### config.mk
export PLATFORM = sky130hd
export DESIGN_NAME = multi_cycle_control
export DESIGN_NICKNAME = d
export VERILOG_FILES = /design/src/rtl/mips_ctrl_pkg.sv /design/src/rtl/alu_decoder.sv /design/src/rtl/multi_cycle_control.sv
export SDC_FILE = /design/constraint.sdc
export NUM_CORES = 1
export LEC_CHECK = 0
export BUFFER_PORTS_ARGS = -buffer_cell sky130_fd_sc_hd__buf_4
export CORE_MARGIN = 2
export CORE_UTILIZATION = 44
export CTS_BUF_LIST = sky130_fd_sc_hd__clkbuf_2
export DETAILED_ROUTE_END_ITERATION = 7
export PLACE_DENSITY = 0.81
export SETUP_SLACK_MARGIN = 0.3
export SYNTH_ARGS = -nofsm -noshare
export SYNTH_HDL_FRONTEND = slang
export SYNTH_SLANG_ARGS = --single-unit
### constraint.sdc
create_clock -name clk -period 2.25 [get_ports clk]
set_input_delay 0.45 -clock clk [delete_from_list [all_inputs] [get_ports clk]]
set_output_delay 0.45 -clock clk [all_outputs]
set_load 0.05 [all_outputs]
### src/rtl/mips_ctrl_pkg.sv
// rtl/mips_ctrl_pkg.sv - state encoding, opcode/funct values and ALU encodings for the multi-cycle controller
// MULTI_CYCLE_BNE_EN adds the BNEEX state and the bne opcode.
package mips_ctrl_pkg;

    typedef enum logic [3:0] {
        FETCH   = 4'd0,
        DECODE  = 4'd1,
        MEMADR  = 4'd2,
        MEMRD   = 4'd3,
        MEMWB   = 4'd4,
        MEMWR   = 4'd5,
        RTYPEEX = 4'd6,
        RTYPEWB = 4'd7,
        BEQEX   = 4'd8,
        ADDIEX  = 4'd9,
        ADDIWB  = 4'd10,
        JEX     = 4'd11
`ifdef MULTI_CYCLE_BNE_EN
        ,
        BNEEX   = 4'd12
`endif
    } state_t;

    localparam logic [5:0] OP_RTYPE = 6'b000000;
    localparam logic [5:0] OP_LW    = 6'b100011;
    localparam logic [5:0] OP_SW    = 6'b101011;
    localparam logic [5:0] OP_BEQ   = 6'b000100;
    localparam logic [5:0] OP_ADDI  = 6'b001000;
    localparam logic [5:0] OP_J     = 6'b000010;
`ifdef MULTI_CYCLE_BNE_EN
    localparam logic [5:0] OP_BNE   = 6'b000101;
`endif

    localparam logic [5:0] FUNCT_ADD = 6'b100000;
    localparam logic [5:0] FUNCT_SUB = 6'b100010;
    localparam logic [5:0] FUNCT_AND = 6'b100100;
    localparam logic [5:0] FUNCT_OR  = 6'b100101;
    localparam logic [5:0] FUNCT_SLT = 6'b101010;

    localparam logic [1:0] ALUOP_ADD   = 2'b00;
    localparam logic [1:0] ALUOP_SUB   = 2'b01;
    localparam logic [1:0] ALUOP_FUNCT = 2'b10;

    localparam logic [2:0] ALUC_AND = 3'b000;
    localparam logic [2:0] ALUC_OR  = 3'b001;
    localparam logic [2:0] ALUC_ADD = 3'b010;
    localparam logic [2:0] ALUC_SUB = 3'b110;
    localparam logic [2:0] ALUC_SLT = 3'b111;

endpackage

### src/rtl/alu_decoder.sv
// rtl/alu_decoder.sv - maps alu_op and the R-type funct field to the ALU function code
module alu_decoder
    import mips_ctrl_pkg::*;
(
    input  logic [1:0] i_alu_op,
    input  logic [5:0] i_funct,
    output logic [2:0] o_alu_control
);

    always_comb begin
        o_alu_control = ALUC_ADD;
        case (i_alu_op)
            ALUOP_ADD: o_alu_control = ALUC_ADD;
            ALUOP_SUB: o_alu_control = ALUC_SUB;
            ALUOP_FUNCT: begin
                case (i_funct)
                    FUNCT_ADD: o_alu_control = ALUC_ADD;
                    FUNCT_SUB: o_alu_control = ALUC_SUB;
                    FUNCT_AND: o_alu_control = ALUC_AND;
                    FUNCT_OR:  o_alu_control = ALUC_OR;
                    FUNCT_SLT: o_alu_control = ALUC_SLT;
                    default:   o_alu_control = ALUC_ADD;
                endcase
            end
            default: o_alu_control = ALUC_ADD;
        endcase
    end

endmodule

### src/rtl/multi_cycle_control.sv
// rtl/multi_cycle_control.sv - Moore FSM controller for a multi-cycle MIPS datapath
// MULTI_CYCLE_BNE_EN enables the bne instruction via the BNEEX state.
module multi_cycle_control
    import mips_ctrl_pkg::*;
(
    input  logic       clk,
    input  logic       rst,
    input  logic [5:0] op,
    input  logic [5:0] funct,
    input  logic       zero,
    output logic       iord,
    output logic       mem_write,
    output logic       ir_write,
    output logic       reg_dst,
    output logic       mem_to_reg,
    output logic       reg_write,
    output logic       alu_src_a,
    output logic [1:0] alu_src_b,
    output logic [1:0] pc_src,
    output logic [2:0] alu_control,
    output logic       pc_en,
    output logic [3:0] state_o
);

    state_t     r_state;
    state_t     w_next;
    logic       w_pc_write;
    logic       w_branch;
    logic [1:0] w_alu_op;
`ifdef MULTI_CYCLE_BNE_EN
    logic       w_branch_ne;
`endif

    always_ff @(posedge clk or posedge rst) begin
        if (rst) r_state <= FETCH;
        else     r_state <= w_next;
    end

    always_comb begin
        w_next     = FETCH;
        iord       = 1'b0;
        mem_write  = 1'b0;
        ir_write   = 1'b0;
        reg_dst    = 1'b0;
        mem_to_reg = 1'b0;
        reg_write  = 1'b0;
        alu_src_a  = 1'b0;
        alu_src_b  = 2'b00;
        pc_src     = 2'b00;
        w_alu_op   = ALUOP_ADD;
        w_pc_write = 1'b0;
        w_branch   = 1'b0;
`ifdef MULTI_CYCLE_BNE_EN
        w_branch_ne = 1'b0;
`endif
        case (r_state)
            FETCH: begin
                ir_write   = 1'b1;
                alu_src_b  = 2'b01;
                w_pc_write = 1'b1;
                w_next     = DECODE;
            end
            DECODE: begin
                alu_src_b = 2'b11;
                case (op)
                    OP_LW, OP_SW: w_next = MEMADR;
                    OP_RTYPE:     w_next = RTYPEEX;
                    OP_BEQ:       w_next = BEQEX;
                    OP_ADDI:      w_next = ADDIEX;
                    OP_J:         w_next = JEX;
`ifdef MULTI_CYCLE_BNE_EN
                    OP_BNE:       w_next = BNEEX;
`endif
                    default:      w_next = FETCH;
                endcase
            end
            MEMADR: begin
                alu_src_a = 1'b1;
                alu_src_b = 2'b10;
                w_next    = (op == OP_SW) ? MEMWR : MEMRD;
            end
            MEMRD: begin
                iord   = 1'b1;
                w_next = MEMWB;
            end
            MEMWB: begin
                reg_write  = 1'b1;
                mem_to_reg = 1'b1;
            end
            MEMWR: begin
                iord      = 1'b1;
                mem_write = 1'b1;
            end
            RTYPEEX: begin
                alu_src_a = 1'b1;
                w_alu_op  = ALUOP_FUNCT;
                w_next    = RTYPEWB;
            end
            RTYPEWB: begin
                reg_dst   = 1'b1;
                reg_write = 1'b1;
            end
            BEQEX: begin
                alu_src_a = 1'b1;
                w_alu_op  = ALUOP_SUB;
                pc_src    = 2'b01;
                w_branch  = 1'b1;
            end
            ADDIEX: begin
                alu_src_a = 1'b1;
                alu_src_b = 2'b10;
                w_next    = ADDIWB;
            end
            ADDIWB: reg_write = 1'b1;
            JEX: begin
                pc_src     = 2'b10;
                w_pc_write = 1'b1;
            end
`ifdef MULTI_CYCLE_BNE_EN
            BNEEX: begin
                alu_src_a   = 1'b1;
                w_alu_op    = ALUOP_SUB;
                pc_src      = 2'b01;
                w_branch_ne = 1'b1;
            end
`endif
            default: w_next = FETCH;
        endcase
    end

    // Branch resolution is the only Mealy-style path: zero feeds pc_en in the same cycle.
`ifdef MULTI_CYCLE_BNE_EN
    assign pc_en = w_pc_write | (w_branch & zero) | (w_branch_ne & ~zero);
`else
    assign pc_en = w_pc_write | (w_branch & zero);
`endif

    assign state_o = r_state;

    alu_decoder u_alu_decoder (
        .i_alu_op      (w_alu_op),
        .i_funct       (funct),
        .o_alu_control (alu_control)
    );

endmodule

==> results.txt, run 1 <==
Post-synthesis net count - 92
Boundary pin count - 34
FF+latch count, synth - 4
Area contributors post-synth - dfrtp_1, nand3_1, ha_1
Post-synth EDFFs - 0
Synth cell types - 31
H-tree level count - 1
Predominant post-synthesis flop cell - dfrtp_1
Ys Warns - 0
GP Congestion - 0.7768
Pin count of the biggest net entering global routing - 13
Asr flop ratio synth - 1.000
Yosys top cell by area - dfrtp_1
Initial core utilization - 0.4585
Stop stage - global routing (5_1_grt)
Hold buffers post-CTS - 0
Mean area per synthesized cell - 7.761 um^2
Worst EP Category - output port
Clock Tree Buf Depth - 2
Status - stopped before the end
Syn Std Cell Area - 574.3 um^2
Rows - 13
Sequential area share after synthesis - 0.1743
Syn Inst Count - 74
Die Y-Extent - 40.13 um
Top cell type's share of synthesized area - 0.1743
Root buf cell - clkbuf_2
Worst EP post-GRT repair - alu_control[2]
IO buf count - 33
Detailed Place HPWL - 1.300 mm
First error - [ERROR DPL-0038] Utilization greater than 100%, impossible to legalize
Die W - 40.13 um
TritonCTS Buffers - 3
CTS Sinks - 4
Post-Place Cell Area - 929.6 um^2
-- cell usage after synthesis, types with 2 or more instances --
cell / n
o211ai_1: 2
nand3_1: 8
xor2_1: 3
inv_1: 6
ha_1: 3
a21oi_1: 2
dfrtp_1: 4
and3_1: 2
nor3_1: 3
o21ai_0: 2
nand2_1: 5
nor2_1: 6
nand2b_1: 3
nand4_1: 2
buf_6: 3
nor4_1: 2
nor2b_1: 4
-- kinds of logic after synthesis --
group / synth area share
multiplexers: 0.01961
AO/OA/AOI/OAI: 0.1808
buffers and inverters: 0.1133
flip-flops: 0.1743
XOR/XNOR: 0.04576
adder cells (fa/ha/maj): 0.06537
AND/OR/NAND/NOR: 0.4009
-- stage by stage --
stage,hold slack [ps],std cells,worst slack [ps]
after floorplan,215.9,74,38.06
after global placement,343.6,122,177.3
after detailed placement,348.5,122,106.4
after CTS,123.4,134,95.05
-- timing repair --
action,in CTS
setup buffers,9
setup endpoints to repair,4
gates resized for setup,17
gates cloned,0
pin swaps,9
==> run 2, diff against run 1 <==
CORE_AREA = 2 2 63 65   (was not set)
CORE_MARGIN = not set   (was 2)
CORE_UTILIZATION = not set   (was 44)
CTS_BUF_LIST = not set   (was sky130_fd_sc_hd__clkbuf_2)
DIE_AREA = 0 0 65 67   (was not set)
PLACE_DENSITY = not set   (was 0.81)
PLACE_DENSITY_LB_ADDON = 0.15   (was not set)
SETUP_SLACK_MARGIN = not set   (was 0.3)
==> run 2 against run 1 <==
Net effect:
- the run now ends clean
- synthesized area unchanged
- synthesized cell count unchanged
==> results.txt, run 2 <==
Worst-Margin Slew - 356.8 ps
Post-Place Cell Area - 927.1 um^2
Max VDD drop - 318.2 uV
Final period util - 0.9729
Worst hold margin - 126.0 ps
Max-cap violations - 0
N_diodes - 0
Layout cell share with drive strength beyond 1 - 0.6333
Min-Delay Path Class - in2async
Area contributors post-synth - dfrtp_1, nand3_1, ha_1
Gr usage total - 0.09395
Pre-CTS setup slack - 57.77 ps
Final min period - 2189 ps
Multi-input combinational cell area - 465.4 um^2
Yosys top cell by area - dfrtp_1
CTS tree - yes
Worst Setup Path Type - reg2out
Setup violators final - 0
Top cell type's share of synthesized area - 0.1743
Asr flop ratio synth - 1.000
Fin. Hold Viols - 0
WP buf/inv - 3
Detailed Place HPWL - 1.511 mm
TritonCTS Buffers - 3
# nets final - 140
Routed WL - 1.889 mm
Most common cell after layout, fill and taps aside - buf_4
Reg clk slew, reported paths - 30 ps
Root buf cell - clkbuf_8
CTS Sinks - 4
Post-synthesis net count - 92
Initial core utilization - 0.1593
FF+latch count, synth - 4
Worst skew pair latency - 210 ps
Reg-to-reg startpoint - state_o[0]
Syn Std Cell Area - 574.3 um^2
Fmax - 456.8 MHz
Status - finished, final reports clean
Final WS setup - 61.00 ps
Tot Pwr - 1.188 mW
GP Congestion - 0.7081
Vias in the first global route - 719
Final TNS setup - 0 ps
Crit path launch - state_o[0]
Relative slew slack - 0.7588
Syn-to-layout area delta - 85.62%
Drt first pass iters - 4
Sequential area share after synthesis - 0.1743
Hold buffers post-CTS - 0
Placeable Area - 0.003606 mm^2
Delay of the slowest cell on the worst path - 410 ps
DRC Markers - 0
Pin count of the biggest net entering global routing - 14
Max reg flops - 4
Die Y-Extent - 67 um
Flip-flop and latch area - 105.1 um^2
Crit end category - output pin
Die W - 65 um
Syn Inst Count - 74
Die area - 0.004355 mm^2
First-pass GRT wire length - 3.243 mm
Ys Warns - 0
H-tree level count - 1
Synth cell types - 31
Synth top cells by count - nand3_1, inv_1, nor2_1, nand2_1
Cell family with most CP delay - simple AND/OR/NAND/NOR gates
Post-synth EDFFs - 0
CP Cell Sequence - nor2b_4 -> nand3_2 -> inv_2 -> ha_2 -> inv_2 -> nor4_4 -> a32o_2 -> buf_8
Post-route design area - 0.001066 mm^2
Rows - 22
Clock Skews - 1.579 ps
DR iter-0 viols - 20
P per Cell Area - 1114 mW/mm^2
IO buf count - 33
Fin. max-slew vios - 0
Initial antenna violation count - 0
Crit start category - flip-flop
Arr. time, crit path - 1740 ps
Boundary pin count - 34
Final ANT Viol Nets - 0
Unrepaired setup endpoints after global routing - true
Vias per cell - 4.161
Most common cell on crit path - inv_2
Mean area per synthesized cell - 7.761 um^2
Commonest cells after routing, fill and taps aside - buf_4, nand3_1, nor2_1, nand2_1, dfrtp_2
Clock Tree Buf Depth - 2
CP required - 1800 ps
Most numerous cell in the Yosys netlist - nand3_1
WL/cell - 11.24 um
Via Count - 699
Worst Path Max Fanout - 2
Critical Path Slowest Stage Cell - dfrtp_2
Filler cells - 386
Predominant post-synthesis flop cell - dfrtp_1
Grt ovf - 0
Static Leak - 0.4687 nW
[run 2: cell counts after synthesis]
Identical to the previous run, type by type.
[run 2: report_power, final]
group,internal (mW),total (mW),switching (mW)
Clock,0.114,0.150,0.0361
Sequential,0.0971,0.116,0.0190
Combinational,0.324,0.922,0.598
[run 2: per-layer routing]
metal | track usage | wire, um | vias up
li1 | - | - | 356
met1 | 0.1177 | 846 | 323
met2 | 0.1598 | 945 | 20
met3 | 0.01858 | 98 | 0
met4 | 0.03191 | 0 | 0
met5 | 0 | 0 | -
[run 2: final cells by class]
class | instances | share of cell area
Inverter | 7 | 0.02817
Timing Repair Buffer | 47 | 0.3415
Tap cell | 48 | 0.05634
Multi-Input combinational cell | 59 | 0.4366
Clock buffer | 3 | 0.03873
Sequential cell | 4 | 0.09859
[run 2: logic make-up (layout without fill, tap and decap cells)]
| kind of cell | after synthesis | in the layout | share of synthesized area |
|---|---|---|---|
| muxes | 1 | 1 | 0.01961 |
| buffers and inverters | 11 | 57 | 0.1133 |
| xor gates and xnor gates | 3 | 3 | 0.04576 |
| AOI/OAI and AO/OA | 12 | 12 | 0.1808 |
| DFF | 4 | 4 | 0.1743 |
| adders and majority gates | 3 | 3 | 0.06537 |
| and+or+nand+nor | 40 | 40 | 0.4009 |
[run 2: worst paths after layout]
| path | cells after the start | slack (ps) | to |
|---|---|---|---|
| worst min register to register | 2 | 630 | state_o[0] |
| max in group asynchronous | 2 | 1950 | state_o[1] |
| worst max-delay path | 8 | 60 | alu_control[0] |
| worst min-delay path | 2 | 130 | state_o[3] |
| worst max register to register | 6 | 800 | state_o[1] |
| min in group clk | 3 | 570 | state_o[2] |
[run 2: through the flow]
step,utilization,instances
2_1_floorplan,-,74
3_3_place_gp,0.2571,158
3_5_place_dp,0.2571,158
4_1_cts,0.2880,167
5_1_grt,0.2956,168
6_report,0.2956,168
[run 2: what timing repair did]
item,4_1_cts,5_1_grt
endpoints found under the setup margin,3,3
pin swaps,2,2
setup buffers,6,1
gates resized for setup,7,6
Note: power is estimated with default switching activity, not from simulation.
